==> config.mk <==
export PLATFORM = sky130hd
export DESIGN_NAME = clock_counter_cfg
export DESIGN_NICKNAME = d
export VERILOG_FILES = /design/src/rtl/clock_counter_cfg.sv
export SDC_FILE = /design/constraint.sdc
export NUM_CORES = 1
export LEC_CHECK = 0
export CAP_MARGIN = 15
export CORE_MARGIN = 2
export CORE_UTILIZATION = 35
export DETAILED_ROUTE_END_ITERATION = 7
export MAX_ROUTING_LAYER = met4
export PLACE_DENSITY = 0.55
export REMOVE_ABC_BUFFERS = 1
export SLEW_MARGIN = 20
export SYNTH_ARGS = -nofsm -noshare
export SYNTH_HDL_FRONTEND = slang
export SYNTH_SLANG_ARGS = --single-unit
==> constraint.sdc <==
create_clock -name clk -period 3.01 [get_ports clk]
set_input_delay 0.4515 -clock clk [delete_from_list [all_inputs] [get_ports clk]]
set_output_delay 0.4515 -clock clk [all_outputs]
set_load 0.005 [all_outputs]
==> src/rtl/clock_counter_cfg.sv <==
// clock_counter_cfg: BCD hh:mm:ss counter with prescaler, 12h/24h mode, time-set load and alarm compare
module clock_counter_cfg #(
  parameter int TICK_DIV   = 50_000_000,
  parameter int DIV_W      = 26,
  parameter bit MODE24_DEF = 1'b0
) (
  input  logic       clk,
  input  logic       rst_n,
  input  logic       run,
  input  logic       mode24,
  input  logic       set_en,
  input  logic [7:0] set_sec,
  input  logic [7:0] set_min,
  input  logic [7:0] set_hour,
  input  logic       alm_en,
  input  logic [7:0] alm_min,
  input  logic [7:0] alm_hour,
  output logic [3:0] sec_1,
  output logic [3:0] sec_2,
  output logic [3:0] min_1,
  output logic [3:0] min_2,
  output logic [3:0] hour_1,
  output logic [3:0] hour_2,
  output logic       tick,
  output logic       oc_sec,
  output logic       oc_min,
  output logic       alarm
);
  localparam logic [DIV_W-1:0] LAST     = DIV_W'(TICK_DIV - 1);
  localparam logic [7:0]       HOUR_RST = MODE24_DEF ? 8'h00 : 8'h12;
  logic [DIV_W-1:0] pre, pre_n;
  logic             mode_q;
  logic [7:0]       sec, min, hour;
  logic [7:0]       sec_n, min_n, hour_n, hour_cv, hour_inc;
  logic             tick_c, sec_wrap, min_wrap, sec_ok, min_ok, hour_ok;
  function automatic logic [7:0] bcd_inc(input logic [7:0] v);
    return (v[3:0] == 4'd9) ? {v[7:4] + 4'd1, 4'd0} : v + 8'd1;
  endfunction
  assign {sec_2, sec_1}   = sec;
  assign {min_2, min_1}   = min;
  assign {hour_2, hour_1} = hour;
  // next-state: prescaler, mode conversion, load validation and BCD increment chain
  always_comb begin
    tick_c   = run && pre == LAST && !set_en;
    pre_n    = set_en ? '0 : !run ? pre : (pre == LAST) ? '0 : pre + 1'b1;
    sec_wrap = sec == 8'h59;
    min_wrap = min == 8'h59;
    hour_cv  = (mode24 == mode_q) ? hour :
               mode24 ? ((hour == 8'h12) ? 8'h00 : hour) :
               (hour == 8'h00) ? 8'h12 :
               (hour < 8'h13)  ? hour :
               (hour < 8'h20)  ? {4'h0, hour[3:0] - 4'd2} :
               (hour < 8'h22)  ? {4'h0, hour[3:0] + 4'd8} :
                                 {4'h1, hour[3:0] - 4'd2};
    hour_inc = mode24 ? ((hour_cv == 8'h23) ? 8'h00 : bcd_inc(hour_cv))
                      : ((hour_cv == 8'h12) ? 8'h01 : bcd_inc(hour_cv));
    sec_ok   = set_sec[3:0] <= 4'd9 && set_sec[7:4] <= 4'd5;
    min_ok   = set_min[3:0] <= 4'd9 && set_min[7:4] <= 4'd5;
    hour_ok  = set_hour[3:0] <= 4'd9 &&
               (mode24 ? set_hour <= 8'h23 : (set_hour != 8'h00 && set_hour <= 8'h12));
    sec_n    = set_en ? (sec_ok ? set_sec : sec) :
               tick_c ? (sec_wrap ? 8'h00 : bcd_inc(sec)) : sec;
    min_n    = set_en ? (min_ok ? set_min : min) :
               (tick_c && sec_wrap) ? (min_wrap ? 8'h00 : bcd_inc(min)) : min;
    hour_n   = set_en ? (hour_ok ? set_hour : hour_cv) :
               (tick_c && sec_wrap && min_wrap) ? hour_inc : hour_cv;
  end
  // state and registered strobes; tick looks ahead so it is high while the prescaler sits at its last count
  always_ff @(posedge clk or negedge rst_n) begin
    if (!rst_n) begin
      pre    <= '0;
      mode_q <= MODE24_DEF;
      sec    <= 8'h00;
      min    <= 8'h00;
      hour   <= HOUR_RST;
      tick   <= 1'b0;
      oc_sec <= 1'b0;
      oc_min <= 1'b0;
      alarm  <= 1'b0;
    end else begin
      pre    <= pre_n;
      mode_q <= mode24;
      sec    <= sec_n;
      min    <= min_n;
      hour   <= hour_n;
      tick   <= run && pre_n == LAST;
      oc_sec <= tick_c && sec_wrap;
      oc_min <= tick_c && sec_wrap && min_wrap;
      alarm  <= alm_en && hour == alm_hour && min == alm_min;
    end
  end
endmodule

==> results of run 1 <==
-- metal layers --
layer  vias up  global-route usage  wire length, um
li1       1907                   -                -
met1      1821               0.251             5200
met5         -                   -                0
met4         0              0.0292              103
met3         8              0.0334              425
met2        81               0.308             5350
-- power groups by stage --
stage                     clock (mW)  sequential, mW  combinational (mW)
after global placement             0            1.00                1.06
after detailed placement           0            1.01                1.07
final                          0.753           0.996                1.09
after floorplan                    0           0.983               0.546
after CTS                      0.770           0.991                1.08
after global routing           0.808            1.02                1.22
-- flip-flops by register name, indices dropped and copies added, names as in the netlist --
name,count
alarm,1
hour,8
min,8
mode_q,1
oc_min,1
oc_sec,1
pre,26
sec,8
tick,1
-- worst max-delay path: stages, from the launching register on --
cell	delay, ns
sky130_fd_sc_hd__dfrtp_1	0.41
sky130_fd_sc_hd__or4b_4	0.54
sky130_fd_sc_hd__or3_4	0.39
sky130_fd_sc_hd__o211ai_1	0.10
sky130_fd_sc_hd__o21a_1	0.21
sky130_fd_sc_hd__inv_2	0.06
sky130_fd_sc_hd__ha_1	0.17
sky130_fd_sc_hd__nor3b_1	0.14
sky130_fd_sc_hd__o22ai_2	0.17
sky130_fd_sc_hd__o41ai_2	0.08
sky130_fd_sc_hd__buf_4	0.16
sky130_fd_sc_hd__a41oi_2	0.15
sky130_fd_sc_hd__a2bb2oi_1	0.17
-- worst paths after layout --
path	from	to	slack [ns]	depth (start not counted)
worst max-delay path	mode_q	hour[6]	0.17	12
worst min-delay path	rst_n	min[3]	0.14	1
worst max register to register	mode_q	hour[6]	0.17	12
worst min register to register	sec[1]	sec[1]	0.58	2
max in group asynchronous	rst_n	hour[1]	2.14	2
min in group clk	mode24	mode_q	0.47	2
-- cell usage in the layout, fill, tap and decap left out, drive strengths merged, types with 6 or more instances in the layout --
cell type,synthesis,final
nor3,22,22
and4,6,6
inv,17,17
dfrtp,53,53
xor2,25,25
o21ai,15,15
clkdlybuf4s50,0,71
a31oi,6,6
buf,7,41
nand3,21,21
ha,13,13
a211oi,6,6
and3,10,10
o21a,7,7
nor2,41,41
nor4,16,16
xnor2,23,23
a21oi,19,19
nand4,18,18
nand2,34,34
-- metrics by stage --
stage / utilization / instance area [um^2] / setup slack, ns / setup TNS [ns]
floorplan: - / 3900 / 0.303 / 0
global placement: 0.452 / 5100 / -0.183 / -0.803
detailed placement: 0.452 / 5100 / -0.256 / -1.17
CTS: 0.469 / 5290 / 0.0356 / 0
global route: 0.474 / 5340 / 0.0226 / 0
finish: 0.474 / 5340 / 0.174 / 0
-- synthesized netlist by cell type, drive strengths merged, types with 3 or more instances --
library cell	instances	area [um^2]
nor4	16	113
o21ai	15	75.1
dfrtp	53	1330
or3	3	18.8
nand4	18	113
nand2	34	128
nor4b	4	41.3
xor2	25	219
a21oi	19	95.1
a211o	3	26.3
a32oi	3	26.3
buf	7	35.0
nand3b	5	37.5
xnor2	23	201
or2	3	18.8
ha	13	163
and4	6	52.6
inv	17	63.8
a211oi	6	45.0
a31oi	6	37.5
clkbuf	18	67.6
o211ai	4	30.0
and2	4	25.0
o22ai	3	18.8
nand3	21	118
nor2	41	161
and3	10	62.6
a2111oi	3	27.5
and4b	3	30.0
a22oi	5	37.5
o21a	7	52.6
nor2b	3	18.8
nor3	22	126
-- logic make-up (layout without fill, tap and decap cells) --
family | after synthesis | count (layout) | share of synthesized area
buf+inv | 42 | 138 | 0.0416
fa+ha+maj | 13 | 13 | 0.0406
xor+xnor | 48 | 48 | 0.105
mux | 4 | 4 | 0.0106
compound gates | 99 | 99 | 0.174
simple gates | 201 | 201 | 0.283
flops | 55 | 55 | 0.344
-- final cells by class --
class,count,area [um^2],area share
multi-input combinational,365,2500,0.468
sequential,55,1380,0.258
clock buffer,5,125,0.0234
clock inverter,3,67.6,0.0127
inverter,17,63.8,0.0120
tap,143,179,0.0335
timing repair buffer,113,1030,0.193
-- what timing repair did --
action                                 in CTS  in global routing
setup buffers                               0                  1
setup endpoints to repair                   0                  6
resized for setup                           0                  9
endpoints found under the hold margin       0                  0
==> summary.md, run 1 <==
| Metric | Value |
|---|---|
| Slew headroom | `0.319` |
| Hold violation count in the final report | `0` |
| Layout overhead on the synthesized area | `33.3%` |
| Power Dens Cells | `533 nW/um^2` |
| Starting utilization of the core area | `0.355` |
| Final-stage net count | `616` |
| Critical Path RT | `3.22 ns` |
| CTS H-tree depth | `2` |
| Clk_skew | `0.0108 ns` |
| Worst skew pair latency | `0.30 ns` |
| Number of endpoints failing setup at the final stage | `0` |
| Post-cts hold buffer count | `0` |
| Ys flop type | `sky130_fd_sc_hd__dfrtp_1` |
| Overflow left after global routing | `0` |
| Type of destination of the critical path | `register` |
| Weighted congestion reported at the end of routability-driven placement | `0.901` |
| Portion of the post-synthesis area used by sequential elements | `0.344` |
| Number of max-slew violations in the final report | `0` |
| Pin count of the biggest net entering global routing | `24` |
| Number of iterations in the first detailed-routing pass | `4` |
| Core area | `11,300 um^2` |
| Cell Area, Synth | `4000 um^2` |
| Die ar. | `12,300 um^2` |
| Internal power | `1.89 mW` |
| Setup repair after global routing missed its margin | `no` |
| Global-route wire length before repair | `19.0 mm` |
| Run status | `completed` |
| Wirelength, routed | `11.1 mm` |
| Highest clock frequency the design can meet | `0.353 GHz` |
| Vias per std cell | `5.45` |
| Crit path launch type | `register` |
| Synthesized flop and latch total | `55` |
| Worst Tran Pin Value | `1.02 ns` |
| Total leakage power | `2.18 nW` |
| Post-synthesis async set-or-reset flop share | `1.00` |
| Mean post-synth cell area | `8.67 um^2` |
| I/O pin total | `74` |
| Number of filler instances in the final layout | `1,104` |
| Arrival @ worst endpoint | `3.05 ns` |
| CTS tree | `built` |
| Number of synthesized flops with an enable pin | `0` |
| PortBufs | `73` |
| Distinct cell type count after synthesis | `68` |
| Critical path class | `reg -> reg` |
| Maximum count of clock buffers along a single path | `2` |
| Detailed-route via count | `3,817` |
| Total power draw | `2.84 mW` |
| Combinational fraction of design power | `0.385` |
| Gate count after technology mapping | `462` |
| Sw power | `0.957 mW` |
| Overall track demand over capacity in global routing | `0.188` |
| Number of antenna violations at the first check in global routing | `0` |
| Standard-cell row count | `39` |
| Antenna diodes | `0` |
| Share of power burned in the clock network | `0.265` |
| Fraction of power spent switching nets | `0.337` |
| Final critical-path share of the clock period | `0.942` |
| Die H | `111 um` |
| Placed Cells | `692` |
| Ratio of cells with drive above 1 in the final layout | `0.129` |
| Cell chosen for the clock root | `sky130_fd_sc_hd__clkbuf_16` |
| Initial DRC count | `245` |
| Clock transition at the registers of the reported paths | `0.08 ns` |
| Count of yosys warnings during synthesis | `0` |
| Residual DRC count | `0` |
| # Max-Cap Violations | `0` |
| Hold slack | `0.138 ns` |
| Critical path peak fanout | `5` |
| Avg WL per Cell | `15.8 um` |
| Min Clock Period, post-route | `2.84 ns` |
| Number of nets with antenna violations after routing | `0` |
| DP Wirelength | `8.56 mm` |
| Via count of the first global-routing pass | `3,830` |
| Classification of the worst-slack hold path | `in -> async` |
| Sinks on Clock Net | `55` |
| Sequential share of power | `0.350` |
| IR Drop Worst-Case VDD | `267 uV` |
| Non-filler cells, final | `701` |
| Inserted Clock Buffers | `5` |
| Floorplan die width | `111 um` |
No activity file was read; power rests on OpenSTA's default activity.
==> run 2: changes to the inputs <==
clock period = 3.2 ns   (was 3.01 ns; I/O delays follow)
==> summary.md, run 2 (synthesis results as in run 1) <==
| Metric | Value |
|---|---|
| Run status | `completed` |
| Inserted Clock Buffers | `5` |
| Reg2Reg Setup Slack | `0.24 ns` |
| Sw power | `0.881 mW` |
| Highest clock frequency the design can meet | `0.331 GHz` |
| Most common cell after layout, fill and taps aside | `sky130_fd_sc_hd__clkdlybuf4s50_1` |
| PortBufs | `73` |
| I/O pin total | `74` |
| Largest register FFs | `26` |
| Die H | `111 um` |
| Total power draw | `2.46 mW` |
| Starting utilization of the core area | `0.355` |
| Core area | `11,300 um^2` |
| Pin count of the biggest net entering global routing | `31` |
| Standard-cell row count | `39` |
| Die ar. | `12,300 um^2` |
| Critical path class | `in -> reg` |
| Power Dens Cells | `476 nW/um^2` |
| Crit path launch type | `input port` |
| Crit-path max cell delay | `0.47 ns` |
| Number of antenna violations at the first check in global routing | `0` |
| Global-route wire length before repair | `19.4 mm` |
| Initial DRC count | `249` |
| Slew headroom | `0.315` |
| CTS H-tree depth | `2` |
| Non-filler cells, final | `688` |
| Fraction of power spent switching nets | `0.358` |
| Vias per std cell | `5.55` |
| DP Wirelength | `8.49 mm` |
| # Max-Cap Violations | `0` |
| Worst skew pair latency | `0.30 ns` |
| Layout overhead on the synthesized area | `29.0%` |
| Overflow left after global routing | `0` |
| Sequential share of power | `0.387` |
| Classification of the worst-slack hold path | `in -> async` |
| Final critical-path share of the clock period | `0.943` |
| Placed Cells | `679` |
| Worst-path cell with the longest stage delay | `sky130_fd_sc_hd__clkdlybuf4s50_1` |
| Share of power burned in the clock network | `0.221` |
| Critical Path RT | `3.41 ns` |
| Residual DRC count | `0` |
| Via count of the first global-routing pass | `3,808` |
| Critical path peak fanout | `5` |
| Worst path buffer plus inverter count | `3` |
| Hold violation count in the final report | `0` |
| CTS tree | `built` |
| IR Drop Worst-Case VDD | `242 uV` |
| Total leakage power | `2.09 nW` |
| Type of destination of the critical path | `register` |
| Cell chosen for the clock root | `sky130_fd_sc_hd__clkbuf_16` |
| Commonest cells after routing, fill and taps aside | `sky130_fd_sc_hd__clkdlybuf4s50_1, sky130_fd_sc_hd__dfrtp_1, sky130_fd_sc_hd__nor2_1` |
| Wirelength, routed | `11.3 mm` |
| Final-stage net count | `603` |
| Clock transition at the registers of the reported paths | `0.07 ns` |
| Number of endpoints failing setup at the final stage | `0` |
| Cells traversed along the worst timing path | `clkdlybuf4s50_1, or4b_1, or3_4, o211ai_1, o21a_1, inv_1, ha_1, nor3b_1, o22ai_2, o41ai_2, buf_4, a31oi_1, a2bb2oi_1` |
| Post-cts hold buffer count | `0` |
| Sinks on Clock Net | `55` |
| Weighted congestion reported at the end of routability-driven placement | `0.849` |
| Combinational fraction of design power | `0.392` |
| Number of iterations in the first detailed-routing pass | `4` |
| Number of max-slew violations in the final report | `0` |
| Worst Tran Pin Value | `1.03 ns` |
| Number of nets with antenna violations after routing | `0` |
| Overall track demand over capacity in global routing | `0.194` |
| Largest delay share family, worst path | `simple AND/OR/NAND/NOR gates` |
| Internal power | `1.58 mW` |
| Ratio of cells with drive above 1 in the final layout | `0.101` |
| Number of filler instances in the final layout | `1,087` |
| Antenna diodes | `0` |
| Arrival @ worst endpoint | `3.23 ns` |
| Most flops, register | `pre` |
| Clk_skew | `0.00808 ns` |
| Avg WL per Cell | `16.5 um` |
| Maximum count of clock buffers along a single path | `2` |
| Min Clock Period, post-route | `3.02 ns` |
| Detailed-route via count | `3,820` |
| Floorplan die width | `111 um` |
[run 2: repair_timing]
item | CTS | global route
buffers inserted | 0 | 1
resized for setup | 0 | 4
endpoints found under the setup margin | 0 | 4
[run 2: final timing paths]
kind / cells after the start / to / from
setup / recovery: 13 / hour[7] / mode24
hold / removal: 1 / min[0] / rst_n
setup reg to reg: 12 / hour[7] / hour[2]
hold reg to reg: 2 / sec[7] / sec[7]
max in group asynchronous: 2 / pre[20] / rst_n
min in group clk: 2 / sec[7] / sec[7]
[run 2: cell type report]
type                       instances  area, um^2  share of cell area
clock buffer                       6         129              0.0249
clock inverter                     2        12.5             0.00242
inverter                          17        63.8              0.0124
multi-input combinational        365        2470               0.479
sequential                        55        1380               0.267
tap                              143         179              0.0346
timing repair buffer             100         928               0.180
[run 2: through the flow]
step | setup WS, ns | setup TNS, ns | hold WS [ns] | utilization | area (um^2)
5_1_grt | -0.0167 | -0.0167 | 0.243 | 0.458 | 5170
3_5_place_dp | -0.113 | -0.479 | 0.547 | 0.444 | 5000
4_1_cts | 0.179 | 0 | 0.221 | 0.456 | 5140
6_report | 0.183 | 0 | 0.195 | 0.458 | 5170
3_3_place_gp | -0.0595 | -0.150 | 0.542 | 0.444 | 5000
2_1_floorplan | 0.493 | 0 | 0.184 | - | 3900
[run 2: worst register-to-register path: cells and delay by family, from the launching register on]
kind | cells | cell delay [ns]
compound gates | 6 | 0.90
fa+ha+maj | 1 | 0.18
buf+inv | 2 | 0.23
flops | 1 | 0.49
simple gates | 3 | 1.08
[run 2: metal layers]
metal,up-vias,track usage,part of all wire
li1,1877,-,-
met1,1844,0.262,0.47
met2,85,0.308,0.47
met3,14,0.0323,0.041
met4,0,0.0425,0.014
met5,-,-,0
[run 2: power groups by stage]
stage	registers (mW)	clock network [mW]	logic, mW
after floorplan	0.924	0	0.514
after global placement	0.959	0	0.942
after detailed placement	0.965	0	0.947
after CTS	0.951	0.567	0.953
after global routing	0.973	0.589	1.08
final	0.952	0.545	0.964
==> run 3: changes to the inputs <==
--- a/config.mk
+++ b/config.mk
@@ -11,2 +11,3 @@
 export DETAILED_ROUTE_END_ITERATION = 7
+export GPL_ROUTABILITY_DRIVEN = 0
 export MAX_ROUTING_LAYER = met4
--- a/constraint.sdc
+++ b/constraint.sdc
@@ -3,2 +3,2 @@
 set_output_delay 0.48 -clock clk [all_outputs]
-set_load 0.005 [all_outputs]
+set_load 0.1 [all_outputs]
==> summary.md, run 3 (synthesis results as in run 1) <==
| Metric | Value |
|---|---|
| DP Wirelength | `8.53 mm` |
| Clk_skew | `0.00705 ns` |
| Arrival @ worst endpoint | `3.26 ns` |
| Critical path class | `in -> reg` |
| Detailed-route via count | `3,802` |
| I/O pin total | `74` |
| Inserted Clock Buffers | `5` |
| Clock transition at the registers of the reported paths | `0.07 ns` |
| Most flops, register | `pre` |
| Number of nets with antenna violations after routing | `0` |
| Reg2Reg Setup Slack | `0.23 ns` |
| Worst Tran Pin Value | `0.964 ns` |
| Non-filler cells, final | `687` |
| Classification of the worst-slack hold path | `in -> async` |
| Highest clock frequency the design can meet | `0.330 GHz` |
| Number of iterations in the first detailed-routing pass | `4` |
| Avg WL per Cell | `16.4 um` |
| Crit path launch type | `input port` |
| Cells traversed along the worst timing path | `clkdlybuf4s50_1, or4b_1, or3_1, o211ai_1, o21a_1, inv_1, ha_1, nor3b_1, o22ai_2, o41ai_2, buf_4, a41oi_1, a2bb2oi_1` |
| Sinks on Clock Net | `55` |
| IR Drop Worst-Case VDD | `683 uV` |
| Via count of the first global-routing pass | `3,849` |
| Multi-input gate area | `2480 um^2` |
| Final Util | `0.454` |
| Global-route wire length before repair | `19.2 mm` |
| PortBufs | `73` |
| Die H | `111 um` |
| Final cell area excluding filler cells | `5110 um^2` |
| Wirelength, routed | `11.3 mm` |
| Routing layer with the top usage in global route | `met2` |
| Critical path peak fanout | `5` |
| Starting utilization of the core area | `0.355` |
| Cell chosen for the clock root | `sky130_fd_sc_hd__clkbuf_16` |
| Overall track demand over capacity in global routing | `0.192` |
| Hold violation count in the final report | `0` |
| Standard-cell row count | `39` |
| Placed Cells | `678` |
| Global-route met1 utilization | `0.248` |
| Final critical-path share of the clock period | `0.948` |
| Ratio of cells with drive above 1 in the final layout | `0.151` |
| Final-stage net count | `602` |
| Power Dens Cells | `595 nW/um^2` |
| Number of antenna violations at the first check in global routing | `0` |
| Reg2reg end | `hour[6]` |
| Vias per std cell | `5.53` |
| # Max-Cap Violations | `0` |
| Min Clock Period, post-route | `3.03 ns` |
| Worst-case reg-to-reg path depth | `12` |
| Met3 capacity usage during global routing | `0.0410` |
| Largest register FFs | `26` |
| Number of max-slew violations in the final report | `0` |
| Commonest cells after routing, fill and taps aside | `sky130_fd_sc_hd__dfrtp_1, sky130_fd_sc_hd__buf_4, sky130_fd_sc_hd__clkdlybuf4s50_1` |
| Run status | `completed` |
| Critical Path RT | `3.42 ns` |
| Post-cts hold buffer count | `0` |
| Total power draw | `3.04 mW` |
| Reg-to-reg startpoint | `hour[2]` |
| Overflow left after global routing | `0` |
| Maximum count of clock buffers along a single path | `2` |
| Initial DRC count | `296` |
| Instance area after placement | `4930 um^2` |
| CTS H-tree depth | `2` |
| Die ar. | `12,300 um^2` |
| Hold slack | `0.204 ns` |
| Antenna diodes | `0` |
| Slew headroom | `0.355` |
| Layout overhead on the synthesized area | `27.7%` |
| Worst-path cell with the longest stage delay | `sky130_fd_sc_hd__clkdlybuf4s50_1` |
| Worst skew pair latency | `0.30 ns` |
| Crit-path max cell delay | `0.48 ns` |
| Pin count of the biggest net entering global routing | `30` |
| Core area | `11,300 um^2` |
| Total leakage power | `2.12 nW` |
| Floorplan die width | `111 um` |
| Met2 demand-to-capacity share in global routing | `0.311` |
| Number of endpoints failing setup at the final stage | `0` |
| Residual DRC count | `0` |
| Number of filler instances in the final layout | `1,134` |
| CTS tree | `built` |
| Type of destination of the critical path | `register` |
| Area taken by flip-flops and latches | `1380 um^2` |
[run 3: what timing repair did]
item	in CTS	in global routing
setup endpoints to repair	0	3
gates resized for setup	0	5
setup buffers	0	0
[run 3: area by class of cell]
cell class	count	area share
clock buffers	8	0.0306
inverters	17	0.0125
multi-input cells	365	0.485
flip-flops and latches	55	0.270
well taps	143	0.0350
repair buffers	99	0.167
[run 3: worst max-delay path by stage]
stage          slack [ns]  cells after the start     from       to
2_1_floorplan       -0.01                     12  hour[2]  hour[5]
3_3_place_gp        -0.06                     12   mode24  hour[5]
3_5_place_dp        -0.13                     12   mode24  hour[2]
4_1_cts              0.16                     12   mode24  hour[2]
5_1_grt            -0.005                     13   mode24  hour[6]
6_report             0.17                     13   mode24  hour[6]
[run 3: through the flow]
stage	setup WS, ns	TNS (ns)
final	0.166	0
after global routing	-0.00546	-0.00546
after CTS	0.165	0
after detailed placement	-0.126	-0.452
after global placement	-0.0577	-0.133
after floorplan	-0.0126	-0.0126
[run 3: worst max-delay path: cells and delay by family]
family,cells,cell delay [ns]
and+or+nand+nor,3,0.96
adders and majority gates,1,0.17
AOI/OAI and AO/OA,6,0.93
buffers and inverters,3,0.72
[run 3: report_power, final]
part	internal (mW)	total, mW	leakage, nW	switching (mW)
logic	0.479	1.50	1.34	1.02
registers	0.781	0.951	0.702	0.170
clock network	0.334	0.590	0.0772	0.255
total	1.59	3.04	2.12	1.45
[run 3: metal layers]
layer  vias up  wire, um
li1       1871         -
met1      1833      5260
met2        83      5340
met3        15       506
met4         0       165
met5         -         0
==> patch: new RTL, flow settings as in run 1 <==
Register the input `set_min` before use, cleared by the reset. The logic sees it one clock later. The other inputs are not delayed to match.
--- a/src/rtl/clock_counter_cfg.sv
+++ b/src/rtl/clock_counter_cfg.sv
@@ -29,4 +29,15 @@
   localparam logic [DIV_W-1:0] LAST     = DIV_W'(TICK_DIV - 1);
   localparam logic [7:0]       HOUR_RST = MODE24_DEF ? 8'h00 : 8'h12;
+
+  logic [7:0] set_min_q;
+
+  always_ff @(posedge clk or negedge rst_n) begin
+    if (!rst_n) begin
+      set_min_q <= '0;
+    end else begin
+      set_min_q <= set_min;
+    end
+  end
+
   logic [DIV_W-1:0] pre, pre_n;
   logic             mode_q;
@@ -56,10 +67,10 @@
                       : ((hour_cv == 8'h12) ? 8'h01 : bcd_inc(hour_cv));
     sec_ok   = set_sec[3:0] <= 4'd9 && set_sec[7:4] <= 4'd5;
-    min_ok   = set_min[3:0] <= 4'd9 && set_min[7:4] <= 4'd5;
+    min_ok   = set_min_q[3:0] <= 4'd9 && set_min_q[7:4] <= 4'd5;
     hour_ok  = set_hour[3:0] <= 4'd9 &&
                (mode24 ? set_hour <= 8'h23 : (set_hour != 8'h00 && set_hour <= 8'h12));
     sec_n    = set_en ? (sec_ok ? set_sec : sec) :
                tick_c ? (sec_wrap ? 8'h00 : bcd_inc(sec)) : sec;
-    min_n    = set_en ? (min_ok ? set_min : min) :
+    min_n    = set_en ? (min_ok ? set_min_q : min) :
                (tick_c && sec_wrap) ? (min_wrap ? 8'h00 : bcd_inc(min)) : min;
     hour_n   = set_en ? (hour_ok ? set_hour : hour_cv) :
Check against the original RTL: not equivalent (a bounded check fails within 4 cycles, from zero or initial values and one cycle with rst_n low).
==> patch against run 1 <==
Critical path type is now in -> reg; highest routed layer unchanged; clock power increased by 39%; power increased by 15%; cell area increased by 6.3%; count of clock-buffer cells in the layout increased by 6; synthesized cell count increased by 1.7%; wire length increased by 3.7%; core utilization increased by 0.46 points; die area increased by 4.8%; synthesized area increased by 5.0%; worst setup slack got worse by 100 ps; hold slack improved by 55 ps; sequential cell count increased by 8.
==> patch: results (changes against run 1) <==
Critical path
  – Start point of the critical path: mode24
  – Largest stage delay on the critical path: 470 ps (-70 ps)
  – Minimum setup slack among reg-to-reg paths: 100 ps (-70 ps)
  – End of the critical path: hour[5]
  – Highest-delay cell along the critical path: sky130_fd_sc_hd__clkdlybuf4s50_1

Placement
  – Estimated wirelength of the detail-placed design: 8.60 mm (+0.38%)
  – Number of instances in the placed design: 705 (+1.9%)
  – Final weighted congestion of routability-driven global placement: 0.816 (-9.4%)

Timing
  – Worst slew pin tran: 769 ps (-252 ps)
  – Clock Skews: 9.60 ps (-1.25 ps)
  – Final hold slack: 193 ps (+55.0 ps)

Route
  – Total Wirelength: 11.5 mm (+3.7%)

Clock network
  – H-Tree Depth: 3 (+1)
  – Post-CTS clock slew at the launch and capture registers of the worst setup and hold paths: 50 ps (-30 ps)

Power and ir drop
  – Static leakage power: 2.34 nW (+7.1%)
  – Maximum VDD drop: 0.287 mV (+7.5%)

Final layout
  – Share of final-layout standard cells stronger than drive strength 1: 13.6% (+0.66 points)
  – Non-filler cells in the finished layout: 722 (+3.0%)
  – Growth of design area from synthesis to finish: 34.9%

Synthesis
  – Leading post-synthesis cells by instance count: sky130_fd_sc_hd__dfrtp_1, sky130_fd_sc_hd__nor2_1, sky130_fd_sc_hd__nand2_1
  – Ranking of synthesized cells by area: sky130_fd_sc_hd__dfrtp_1, sky130_fd_sc_hd__xor2_1, sky130_fd_sc_hd__xnor2_1

Global route
  – Met1 usage: 24.1% (-1.0 points)
  – Vias in the first global route: 3884 (+1.4%)
  – Met2 demand-to-capacity share in global routing: 31.0% (+0.22 points)
  – Global-route wire length before repair: 19.1 mm (+0.40%)
  – Maximum number of pins on one net before global-route repair: 33 (+38%)

Outcome
  – Run status: finished, final reports clean

Floorplan
  – Effective utilization at floorplan: 35.4% (-0.077 points)
-- patch: kinds of logic after synthesis --
kind of cell             synth area share, %
buffers and inverters                   3.96
XOR/XNOR                                10.0
adder cells (fa/ha/maj)                 3.87
flip-flops                              37.6
multiplexers                            1.01
AND/OR/NAND/NOR                         27.0
AO/OA/AOI/OAI                           16.6
-- patch: routing by layer --
metal	share of wire [%]	vias to the layer above
met4	0.94	0
li1	-	1942
met5	0	-
met2	50	88
met3	3.6	11
met1	45	1901
-- patch: cell type report --
class	instances	area share, %
Inverter	17	1.12
Clock buffer	11	4.28
Multi-Input combinational cell	365	44.1
Timing Repair Buffer	114	18.4
Sequential cell	63	27.8
Tap cell	147	3.24
Clock inverter	5	1.01
-- patch: repair_timing --
action	4_1_cts	5_1_grt
gates resized for setup	0	7
buffers inserted	0	1
endpoints found under the setup margin	0	6
-- patch: power by group --
| part | switching [mW] | internal (mW) |
|---|---|---|
| clock | 0.387 | 0.662 |
| sequential | 0.174 | 0.945 |
| combinational | 0.520 | 0.577 |
